### src/rtl/nx_fifo_pop_stage_if.sv
// rtl/nx_fifo_pop_stage_if.sv - valid/ready output stream of the FIFO pop stage
interface nx_fifo_pop_stage_if #(
    parameter int WIDTH = 8
);
    logic             out_valid;
    logic             out_ready;
    logic [WIDTH-1:0] out_data;

    modport master (
        output out_valid,
        output out_data,
        input  out_ready
    );

    modport slave (
        input  out_valid,
        input  out_data,
        output out_ready
    );
endinterface

### src/rtl/nx_fifo_pop_stage.sv
// rtl/nx_fifo_pop_stage.sv - FIFO pop stage with 2-entry skid, flush sequencing and sticky errors
// Optional out_count statistics counter under NX_FIFO_POP_STATS_EN.
module nx_fifo_pop_stage #(
    parameter int WIDTH = 8,
    parameter int CNT_W = 3
) (
    input  logic               clk,
    input  logic               rst_n,
    input  logic               fifo_empty,
    input  logic [WIDTH-1:0]   fifo_rdata,
    input  logic               fifo_underflow,
    input  logic               fifo_overflow,
    output logic               fifo_ren,
    output logic               fifo_clear,
    input  logic               flush,
    output logic               flush_busy,
    output logic               err_underflow,
    output logic               err_overflow,
    input  logic               err_clr,
    output logic [CNT_W-1:0]   out_count,
    nx_fifo_pop_stage_if.master out_if
);

    typedef enum logic [1:0] {
        ST_S0    = 2'd0,
        ST_S1    = 2'd1,
        ST_S2    = 2'd2,
        ST_FLUSH = 2'd3
    } state_t;

    state_t           state_q, state_d;
    logic [WIDTH-1:0] h_q, h_d;
    logic [WIDTH-1:0] s_q, s_d;
    logic             err_uf_q, err_uf_d;
    logic             err_of_q, err_of_d;
    logic             valid;
    logic             pop;
    logic             push;

    assign valid = (state_q == ST_S1) || (state_q == ST_S2);
    assign pop   = valid & out_if.out_ready;

    // Read strobe looks only at registered state, never at out_ready.
    assign push = rst_n & !fifo_empty & !flush &
                  ((state_q == ST_S0) || (state_q == ST_S1));

    always_comb begin
        state_d    = state_q;
        h_d        = h_q;
        s_d        = s_q;
        fifo_clear = 1'b0;
        flush_busy = 1'b0;
        unique case (state_q)
            ST_S0: begin
                if (push) begin
                    state_d = ST_S1;
                    h_d     = fifo_rdata;
                end
            end
            ST_S1: begin
                if (push && !pop) begin
                    state_d = ST_S2;
                    s_d     = fifo_rdata;
                end else if (push && pop) begin
                    h_d = fifo_rdata;
                end else if (pop) begin
                    state_d = ST_S0;
                end
            end
            ST_S2: begin
                if (pop) begin
                    state_d = ST_S1;
                    h_d     = s_q;
                end
            end
            ST_FLUSH: begin
                fifo_clear = 1'b1;
                flush_busy = 1'b1;
                state_d    = ST_S0;
                h_d        = '0;
                s_d        = '0;
            end
            default: state_d = ST_S0;
        endcase
        // A pop coinciding with the flush request still completes on this edge.
        if (flush && (state_q != ST_FLUSH)) begin
            state_d = ST_FLUSH;
        end
    end

    always_comb begin
        err_uf_d = (err_uf_q & !err_clr) | fifo_underflow;
        err_of_d = (err_of_q & !err_clr) | fifo_overflow;
    end

    always_ff @(posedge clk) begin
        if (!rst_n) begin
            state_q  <= ST_S0;
            h_q      <= '0;
            s_q      <= '0;
            err_uf_q <= 1'b0;
            err_of_q <= 1'b0;
        end else begin
            state_q  <= state_d;
            h_q      <= h_d;
            s_q      <= s_d;
            err_uf_q <= err_uf_d;
            err_of_q <= err_of_d;
        end
    end

    assign fifo_ren         = push;
    assign out_if.out_valid = valid;
    assign out_if.out_data  = h_q;
    assign err_underflow    = err_uf_q;
    assign err_overflow     = err_of_q;

`ifdef NX_FIFO_POP_STATS_EN
    logic [CNT_W-1:0] cnt_q, cnt_d;

    always_comb begin
        cnt_d = cnt_q + CNT_W'(pop);
        if (state_q == ST_FLUSH) begin
            cnt_d = '0;
        end
    end

    always_ff @(posedge clk) begin
        if (!rst_n) begin
            cnt_q <= '0;
        end else begin
            cnt_q <= cnt_d;
        end
    end

    assign out_count = cnt_q;
`else
    assign out_count = '0;
`endif

endmodule
### src/flat_wrapper.sv
// flat-port wrapper written by rule: the top's interface ports become plain ports
module nx_fifo_pop_stage_flat 
#(
    parameter int WIDTH = 8,
    parameter int CNT_W = 3
)
  (clk, rst_n, fifo_empty, fifo_rdata, fifo_underflow, fifo_overflow, fifo_ren, fifo_clear, flush, flush_busy, err_underflow, err_overflow, err_clr, out_count, out_if_out_valid, out_if_out_data, out_if_out_ready);
  nx_fifo_pop_stage_if #(.WIDTH(WIDTH)) out_if_i ();
  input  logic clk;
  input  logic rst_n;
  input  logic fifo_empty;
  input  logic [WIDTH-1:0] fifo_rdata;
  input  logic fifo_underflow;
  input  logic fifo_overflow;
  output logic fifo_ren;
  output logic fifo_clear;
  input  logic flush;
  output logic flush_busy;
  output logic err_underflow;
  output logic err_overflow;
  input  logic err_clr;
  output logic [CNT_W-1:0] out_count;
  output wire logic [$bits(out_if_i.out_valid)-1:0] out_if_out_valid;
  output wire logic [$bits(out_if_i.out_data)-1:0] out_if_out_data;
  input wire logic [$bits(out_if_i.out_ready)-1:0] out_if_out_ready;
  assign out_if_out_valid = out_if_i.out_valid;
  assign out_if_out_data = out_if_i.out_data;
  assign out_if_i.out_ready = out_if_out_ready;
  nx_fifo_pop_stage #(.WIDTH(WIDTH), .CNT_W(CNT_W)) u_core (.clk(clk), .rst_n(rst_n), .fifo_empty(fifo_empty), .fifo_rdata(fifo_rdata), .fifo_underflow(fifo_underflow), .fifo_overflow(fifo_overflow), .fifo_ren(fifo_ren), .fifo_clear(fifo_clear), .flush(flush), .flush_busy(flush_busy), .err_underflow(err_underflow), .err_overflow(err_overflow), .err_clr(err_clr), .out_count(out_count), .out_if(out_if_i));
endmodule
### config.mk
export PLATFORM = sky130hd
export DESIGN_NAME = nx_fifo_pop_stage_flat
export DESIGN_NICKNAME = d
export VERILOG_FILES = /design/src/rtl/nx_fifo_pop_stage_if.sv /design/src/rtl/nx_fifo_pop_stage.sv /design/src/flat_wrapper.sv
export SDC_FILE = /design/constraint.sdc
export NUM_CORES = 1
export LEC_CHECK = 0
export CELL_PAD_IN_SITES_DETAIL_PLACEMENT = 1
export CELL_PAD_IN_SITES_GLOBAL_PLACEMENT = 2
export CORE_ASPECT_RATIO = 0.9
export CORE_MARGIN = 2
export CORE_UTILIZATION = 26
export DETAILED_ROUTE_END_ITERATION = 10
export PLACE_DENSITY_LB_ADDON = 0.1
export SETUP_SLACK_MARGIN = 0.3
export SYNTH_ARGS = -nofsm -noshare
export SYNTH_HDL_FRONTEND = slang
export SYNTH_SLANG_ARGS = --single-unit
### constraint.sdc
create_clock -name clk -period 2.5 [get_ports clk]
set_clock_uncertainty 0.15 [all_clocks]
set_input_delay 0.5 -clock clk [delete_from_list [all_inputs] [get_ports clk]]
set_output_delay 0.5 -clock clk [all_outputs]
set_load 0.005 [all_outputs]
==> results of run 1 <==
## per-stage QoR
stage	cells	setup WS (ns)	utilization
floorplan	119	0.575	-
global placement	190	-0.114	0.368
detailed placement	190	-0.177	0.368
CTS	199	0.302	0.403
global route	199	0.306	0.410
finish	199	0.350	0.410
## per-layer routing
layer | wire [um] | up-vias
li1 | - | 484
met1 | 1510 | 455
met2 | 1340 | 24
met3 | 129 | 2
met4 | 18 | 0
met5 | 0 | -
## path summary, 6_finish.rpt
check,from,end,slack (ns)
max,u_core.state_q[0],out_if_out_valid,0.35
min,u_core.state_q[1],u_core.state_q[1],0.33
max reg2reg,u_core.state_q[0],u_core.out_if.out_data[7],0.56
min reg2reg,u_core.state_q[1],u_core.state_q[1],0.33
## power breakdown
part / internal, W / total, W / switching [W]
logic: 0.000343 / 0.000626 / 0.000283
registers: 0.000375 / 0.000412 / 0.0000371
clock network: 0.000140 / 0.000244 / 0.000104
## flip-flops by register name, summed over array words and instances, names as in the netlist
register,cells
u_core.out_if.out_data,8
u_core.s_q,8
u_core.state_q,2
u_core.err_overflow,1
u_core.err_underflow,1
## cells in the final DEF, fill, tap and decap left out, drive strengths merged, types with 3 or more instances in the layout
master         count
conb               3
clkdlybuf4s50     25
buf               14
a21oi             12
nor2              21
inv                5
clkbuf             4
nand2              4
ha                 4
nor3b              7
dfxtp             20
a211oi             8
a22oi             10
## what timing repair did
action,in CTS,in global routing
pin swaps,8,6
setup endpoints to repair,10,17
buffers inserted,4,0
resized for setup,13,7
gates cloned,1,0
## worst max-delay path, cell delays in order, from the launching register on
cell	delay, ns
dfxtp_2	0.36
inv_1	0.09
ha_4	0.29
clkdlybuf4s50_1	0.51
## area by class of cell
cell class                 count  area (um2)  area share
multi-input combinational     82         583       0.379
clock buffer                   4        55.1      0.0357
sequential                    20         403       0.262
inverter                       5        18.8      0.0122
tap                           46        57.6      0.0374
timing repair buffer          42         423       0.275
## kinds of logic after synthesis
logic type | synth area share
simple gates | 0.204
compound gates | 0.267
flops | 0.392
buf+inv | 0.0845
fa+ha+maj | 0.0490
other cells | 0.00367
==> results.yml, run 1 <==
sta:
  fin_hold_ws_ns: 0.334
  finalCriticalPeriod_ns: 2.15
  setup_viol: 0
  tns_ns: 0
  fmax_mhz: 465
  period_share: 0.860
  slew_viol_final: 0
  rsz0062_at_grt: "no"
  finalHoldViolations: 0
final_layout:
  diodes: 0
  final_area_um2: 1540
  drive_above_1_share: 0.229
  syn_to_final_growth_pct: 50.7
  fin_nets: 174
  fillers: 448
synth:
  ys_top_cells_by_area: "dfxtp_1, a22oi_1, nor2_1, a21oi_1, nor3b_1"
  synth_commonest_cells: "dfxtp_1, nor2_1, a21oi_1"
  async_reset_ff_frac: 0
  yosysMostFrequentCell: "dfxtp_1"
  yosys_warnings: 0
  synth_cells: 117
  synth_edf_count: 0
  syn_avg_cell_area_um2: 8.74
  netlist.area_leader.share: 0.392
  ys_types: 29
  ys.flop_type: "dfxtp_1"
  seq_area_frac_synth: 0.392
  post-synth-top-area-cell: "dfxtp_1"
  ys_ff_latch: 20
  syn_area_um2: 1020
floorplan:
  rows: 21
  io_pins: 33
  die_width_um: 70.1
  die-area_um2: 4450
  start_util: 0.272
  core_um2: 3760
  die_h_um: 63.5
place:
  gp_congestion: 0.700
  port_buffers: 29
  dpl.hpwl_mm: 2.16
  dpl_cell_area_um2: 1380
worst_setup_path:
  critPathCaptureType: "output port"
  cp-start-kind: "flop"
  worstPathRequired_ns: 1.85
  arrival_ns: 1.50
  r2r_cells: 8
  critPathMaxFanout: 4
  crit_type: "flop to output port"
cts:
  cts_root_buf: "clkbuf_8"
  cts_tree: "done"
  cts.sinks: 20
  clockBufferDepth: 2
  cts_hold_buf: 0
  numCtsBuffers: 3
  cts.htree.levels: 1
  clock_latency_ns: 0.25
  clkTransAtPathRegs_ns: 0.07
detailed_routing:
  via_per_inst: 4.85
  wl_mm: 3.00
  drt_iter0_drc: 25
  first_pass_iters: 4
  antenna_left: 0
  route.detailed.drc: 0
  routedWlPerCell_um: 15.1
  vias: 965
global_routing:
  grt-ovfl-total: 0
  use_met3: 0.0384
  antenna_found_initial: 0
  busiest_layer: "met2"
  grt.met2_usage: 0.211
  grt_pass1_wl_mm: 4.83
  grt_start_max_net_pins: 21
  grtUsageMet1: 0.195
  grt_pass1_vias: 968
  grt_usage: 0.138
hold_path:
  worst_hold_path_type: "flop to flop"
  hold_depth: 2
power_and_ir_drop:
  fin_total_pwr_w: 0.00128
  ir_worst_vdd_mv: 0.265
  p_leak_nw: 0.596
  power_density_nw_per_um2: 832
job:
  maxCapViolCount: 0
run_status:
  status: "finished clean"
(Power assumes the default switching activity.)
==> run 2: changes to the inputs <==
--- a/config.mk
+++ b/config.mk
@@ -5,11 +5,13 @@
 export SDC_FILE = /design/constraint.sdc
 export NUM_CORES = 1
 export LEC_CHECK = 0
+export ABC_AREA = 1
+export ABC_CLOCK_PERIOD_IN_PS = 2500
 export CELL_PAD_IN_SITES_DETAIL_PLACEMENT = 1
 export CELL_PAD_IN_SITES_GLOBAL_PLACEMENT = 2
 export CORE_ASPECT_RATIO = 0.9
 export CORE_MARGIN = 2
-export CORE_UTILIZATION = 26
+export CORE_UTILIZATION = 24
 export DETAILED_ROUTE_END_ITERATION = 10
 export PLACE_DENSITY_LB_ADDON = 0.1
 export SETUP_SLACK_MARGIN = 0.3
==> results.yml, run 2 <==
run_status:
  status: "finished clean"
hold_path:
  worstHoldEndpoint: "u_core.out_if.out_data[2]"
  hold_start: "u_core.out_if.out_data[2]"
  hold_depth: 2
  worst_hold_path_type: "flop to flop"
global_routing:
  busiest_layer: "met2"
  grt.met2_usage: 0.202
  use_met3: 0.0339
  grt_start_max_net_pins: 13
  grtUsageMet1: 0.178
  grt_pass1_wl_mm: 4.98
  grt_usage: 0.128
  grt-ovfl-total: 0
  grt_pass1_vias: 1046
  antenna_found_initial: 0
final_layout:
  syn_to_final_growth_pct: 36.5
  post-route-util: 0.339
  diodes: 0
  fillers: 574
  final_cells: 250
  fin_nets: 210
  layout_common_cells: "nand2_1, clkdlybuf4s50_1, nor2_1"
  final_common_cell: "nand2_1"
  drive_above_1_share: 0.149
detailed_routing:
  vias: 1043
  drt_iter0_drc: 16
  route.detailed.drc: 0
  wl_mm: 2.84
  first_pass_iters: 4
  routedWlPerCell_um: 11.4
  antenna_left: 0
  via_per_inst: 4.17
worst_setup_path:
  critPathCaptureType: "output port"
  reg2reg_to: "u_core.out_if.out_data[4]"
  cp-start-kind: "flop"
  crit_start: "u_core.state_q[1]"
  r2r_setup_slack_ns: 0.67
  crit_type: "flop to output port"
  r2r-start: "u_core.state_q[0]"
  critPathMaxFanout: 6
  worstPathRequired_ns: 1.85
  arrival_ns: 1.41
  r2r_cells: 9
sta:
  setup_viol: 0
  rsz0062_at_grt: "no"
  finalHoldViolations: 0
  tns_ns: 0
  slew_viol_final: 0
  finalCriticalPeriod_ns: 2.06
  fmax_mhz: 485
  period_share: 0.824
synth:
  ys_top_cells_by_area: "dfxtp_1, nand2_1, nand3_1, nor2_1, a21oi_1"
  ys.flop_type: "dfxtp_1"
  seq_area_frac_synth: 0.361
  yosys_warnings: 0
  synth_cells: 158
  syn_area_um2: 1110
  synth_edf_count: 0
  async_reset_ff_frac: 0
  post-synth-top-area-cell: "dfxtp_1"
  ys_ff_latch: 20
  yosysMostFrequentCell: "nand2_1"
  netlist.area_leader.share: 0.361
  synth_commonest_cells: "nand2_1, nor2_1, nand3_1"
  syn_avg_cell_area_um2: 7.02
  ys_types: 21
power_and_ir_drop:
  ir_worst_vdd_mv: 0.206
  power_density_nw_per_um2: 555
  p_leak_nw: 0.659
place:
  placedCellCount: 245
  gp_congestion: 0.734
  dpl.hpwl_mm: 2.24
  port_buffers: 29
cts:
  cts_hold_buf: 0
  clockBufferDepth: 2
  numCtsBuffers: 3
  clock_latency_ns: 0.25
  cts_tree: "done"
  cts.sinks: 20
  cts_root_buf: "clkbuf_8"
  cts.htree.levels: 1
  clkTransAtPathRegs_ns: 0.07
floorplan:
  io_pins: 33
  core_um2: 4460
  start_util: 0.249
  die_width_um: 75.6
  die_h_um: 68.5
  die-area_um2: 5180
  rows: 23
job:
  maxCapViolCount: 0
==> run 2: cell types whose count changed after synthesis, moves of 6 or more <==
cell / delta
o21ai_0: +9
nor3b_1: -7
inv_1: +9
a22oi_1: -10
nand3_1: +21
nand2_1: +27
a211oi_1: -6
==> run 2: metal layers <==
layer  up-vias  routed length (um)
met3         2                 162
li1        555                   -
met4         0                  10
met5         -                   0
met1       460                1430
met2        26                1240
==> run 2: per-stage QoR <==
step           hold WS (ns)  area (um2)  setup WS, ns  total power, W
6_report              0.334        1510         0.440        0.000840
2_1_floorplan         0.311        1120         0.862        0.000518
3_3_place_gp          0.314        1430         0.106        0.000630
5_1_grt               0.356        1510         0.337        0.000912
3_5_place_dp          0.323        1430        0.0818        0.000635
4_1_cts               0.340        1500         0.309        0.000861
==> run 2: critical path, cell delays in order, from the launching register on <==
cell             delay [ns]
dfxtp_4                0.37
ha_2                   0.26
clkdlybuf4s50_1        0.53
==> run 2: logic make-up (layout without fill, tap and decap cells) <==
group	count (synthesis)	count (layout)	synth area share
other cells	1	3	0.00338
compound gates	21	21	0.0982
simple gates	85	85	0.365
flops	20	20	0.361
buf+inv	27	55	0.128
fa+ha+maj	4	4	0.0451
==> run 2: layout make-up <==
type | count | area [um2] | area share
inverters | 18 | 68.8 | 0.0455
repair buffers | 34 | 325 | 0.215
well taps | 62 | 77.6 | 0.0513
flip-flops and latches | 20 | 408 | 0.270
clock buffers | 3 | 41.3 | 0.0273
multi-input cells | 113 | 592 | 0.391
==> run 2: where the power goes <==
group          leakage, nW  internal [W]  total (W)  switching [W]
sequential           0.165      0.000349   0.000365      0.0000159
combinational        0.472      0.000128   0.000267       0.000139
clock               0.0216      0.000107   0.000208       0.000101
==> run 2: worst max-delay path by stage <==
stage                                 to  depth (start not counted)
2_1_floorplan  u_core.out_if.out_data[0]                          7
3_5_place_dp                    fifo_ren                          6
3_3_place_gp                    fifo_ren                          6
6_report                      fifo_clear                          2
4_1_cts                 out_if_out_valid                          3
5_1_grt                         fifo_ren                          6
==> run 2: what timing repair did <==
item	CTS	global route
pin swaps	0	1
buffers inserted	1	1
resized for setup	9	4
setup endpoints to repair	4	2
gates cloned	0	0
==> run 3: changes to the inputs <==
--- a/config.mk
+++ b/config.mk
@@ -6,12 +6,12 @@
 export NUM_CORES = 1
 export LEC_CHECK = 0
 export ABC_AREA = 1
-export ABC_CLOCK_PERIOD_IN_PS = 2500
+export ABC_CLOCK_PERIOD_IN_PS = 1700
 export CELL_PAD_IN_SITES_DETAIL_PLACEMENT = 1
 export CELL_PAD_IN_SITES_GLOBAL_PLACEMENT = 2
 export CORE_ASPECT_RATIO = 0.9
 export CORE_MARGIN = 2
-export CORE_UTILIZATION = 24
+export CORE_UTILIZATION = 22
 export DETAILED_ROUTE_END_ITERATION = 10
 export PLACE_DENSITY_LB_ADDON = 0.1
 export SETUP_SLACK_MARGIN = 0.3
==> constraint.sdc (replaced) <==
create_clock -name clk -period 1.7 [get_ports clk]
set_clock_uncertainty 0.15 [all_clocks]
set_input_delay 0.34 -clock clk [delete_from_list [all_inputs] [get_ports clk]]
set_output_delay 0.34 -clock clk [all_outputs]
set_load 0.005 [all_outputs]
==> results.yml, run 3 (synthesis results as in run 2) <==
worst_setup_path:
  critPathMaxFanout: 3
  cp-start-kind: "flop"
  crit_type: "flop to output port"
  endpoint: "fifo_ren"
  worstPathRequired_ns: 1.21
  reg2reg_to: "u_core.s_q[2]"
  crit_slowest_cell: "dfxtp_4"
  r2r_cells: 11
  crit_start: "u_core.state_q[0]"
  critPathCaptureType: "output port"
  crit_chain: "buf_6 > ha_4 > inv_2 > nand2_2 > nand3_2 > inv_1 > buf_2"
  r2r-start: "u_core.state_q[0]"
  r2r_setup_slack_ns: 0.02
  arrival_ns: 1.22
  critPathMaxStageDelay_ns: 0.37
detailed_routing:
  drt_iter0_drc: 16
  antenna_left: 0
  route.detailed.drc: 0
  vias: 1189
  first_pass_iters: 4
  routedWlPerCell_um: 12.2
  via_per_inst: 4.28
  wl_mm: 3.40
cts:
  cts.htree.levels: 1
  cts.sinks: 20
  cts_root_buf: "clkbuf_8"
  clock_latency_ns: 0.26
  numCtsBuffers: 3
  clockBufferDepth: 2
  cts_hold_buf: 0
  cts_tree: "done"
  clkTransAtPathRegs_ns: 0.08
final_layout:
  syn_to_final_growth_pct: 75.6
  diodes: 0
  post-route-util: 0.400
  drive_above_1_share: 0.451
  final_area_um2: 1950
  layout_common_cells: "nand2_1, nor2_1, buf_4"
  fin_nets: 234
  final_common_cell: "nand2_1"
sta:
  fmax_mhz: 584
  slew_viol_final: 0
  period_share: 1.01
  finalWorstSetupSlack_ns: -0.0127
  rsz0062_at_grt: "yes"
  setup_viol: 1
  finalCriticalPeriod_ns: 1.71
  finalHoldViolations: 0
place:
  dpl.hpwl_mm: 2.55
  gp_congestion: 0.743
  dpl_cell_area_um2: 1640
  port_buffers: 29
hold_path:
  worst_hold_path_type: "flop to flop"
run_status:
  violations: "setup timing"
  status: "complete, but fails checks"
floorplan:
  rows: 24
  io_pins: 33
  die_h_um: 71.3
  core_um2: 4860
  die_width_um: 78.8
  die-area_um2: 5620
  start_util: 0.228
job:
  maxCapViolCount: 0
global_routing:
  antenna_found_initial: 0
  grt-ovfl-total: 0
  grt_usage: 0.131
  grt_pass1_vias: 1226
  grt_start_max_net_pins: 13
  grt_pass1_wl_mm: 5.88
power_and_ir_drop:
  ir_worst_vdd_mv: 0.373
  power_density_nw_per_um2: 784
  p_leak_nw: 0.848
  fin_total_pwr_w: 0.00153
[run 3: cell count changes in the layout (fill, tap and decap cells not counted), sizes merged]
cell	before	now
buf	5	30
dlygate4sd2	0	12
clkdlybuf4s50	27	13
nand2	35	36
clkdlybuf4s15	0	2
dlymetal6s2s	1	0
[run 3: through the flow]
stage | worst slack (ns) | std cells | hold slack, ns | TNS (ns)
3_5_place_dp | -0.384 | 265 | 0.302 | -6.13
3_3_place_gp | -0.367 | 265 | 0.294 | -5.54
5_1_grt | -0.0822 | 278 | 0.325 | -0.650
4_1_cts | -0.0264 | 277 | 0.310 | -0.0468
2_1_floorplan | 0.261 | 160 | 0.307 | 0
6_report | -0.0127 | 278 | 0.304 | -0.0127
[run 3: per-layer routing]
metal / track usage / share of wire
met1: 0.169 / 0.48
met2: 0.228 / 0.47
met3: 0.0340 / 0.044
met4: 0.0172 / 0.0032
met5: 0 / 0
[run 3: power breakdown]
| group | total, W | switching [W] | internal [W] |
|---|---|---|---|
| registers | 0.000542 | 0.0000251 | 0.000517 |
| clock network | 0.000424 | 0.000168 | 0.000255 |
| logic | 0.000561 | 0.000283 | 0.000278 |
| total | 0.00153 | 0.000477 | 0.00105 |
[run 3: worst max-delay path: cells and delay by family, from the launching register on]
kind	cells	cell delay [ns]
flip-flops	1	0.37
AND/OR/NAND/NOR	2	0.13
adder cells (fa/ha/maj)	1	0.15
buffers and inverters	4	0.32
[run 3: worst min-delay path by stage]
stage                                         start                         to  slack, ns  cells past startpoint
after floorplan                       fifo_overflow        u_core.err_overflow       0.31                      2
after global placement    u_core.out_if.out_data[0]  u_core.out_if.out_data[0]       0.29                      2
after detailed placement  u_core.out_if.out_data[1]  u_core.out_if.out_data[1]       0.30                      2
after CTS                 u_core.out_if.out_data[3]  u_core.out_if.out_data[3]       0.31                      2
after global routing      u_core.out_if.out_data[2]  u_core.out_if.out_data[2]       0.32                      2
final                     u_core.out_if.out_data[2]  u_core.out_if.out_data[2]       0.30                      2
[run 3: area by class of cell]
type                       count  area [um2]
tap                           65        81.3
multi-input combinational    114         782
inverter                      18        85.1
clock buffer                   4        66.3
timing repair buffer          57         518
sequential                    20         414
fill                         595        2920
[run 3: timing repair]
action	in CTS	in global routing
gates cloned	1	0
pin swaps	12	10
endpoints found under the setup margin	32	22
resized for setup	57	23
setup buffers	7	1
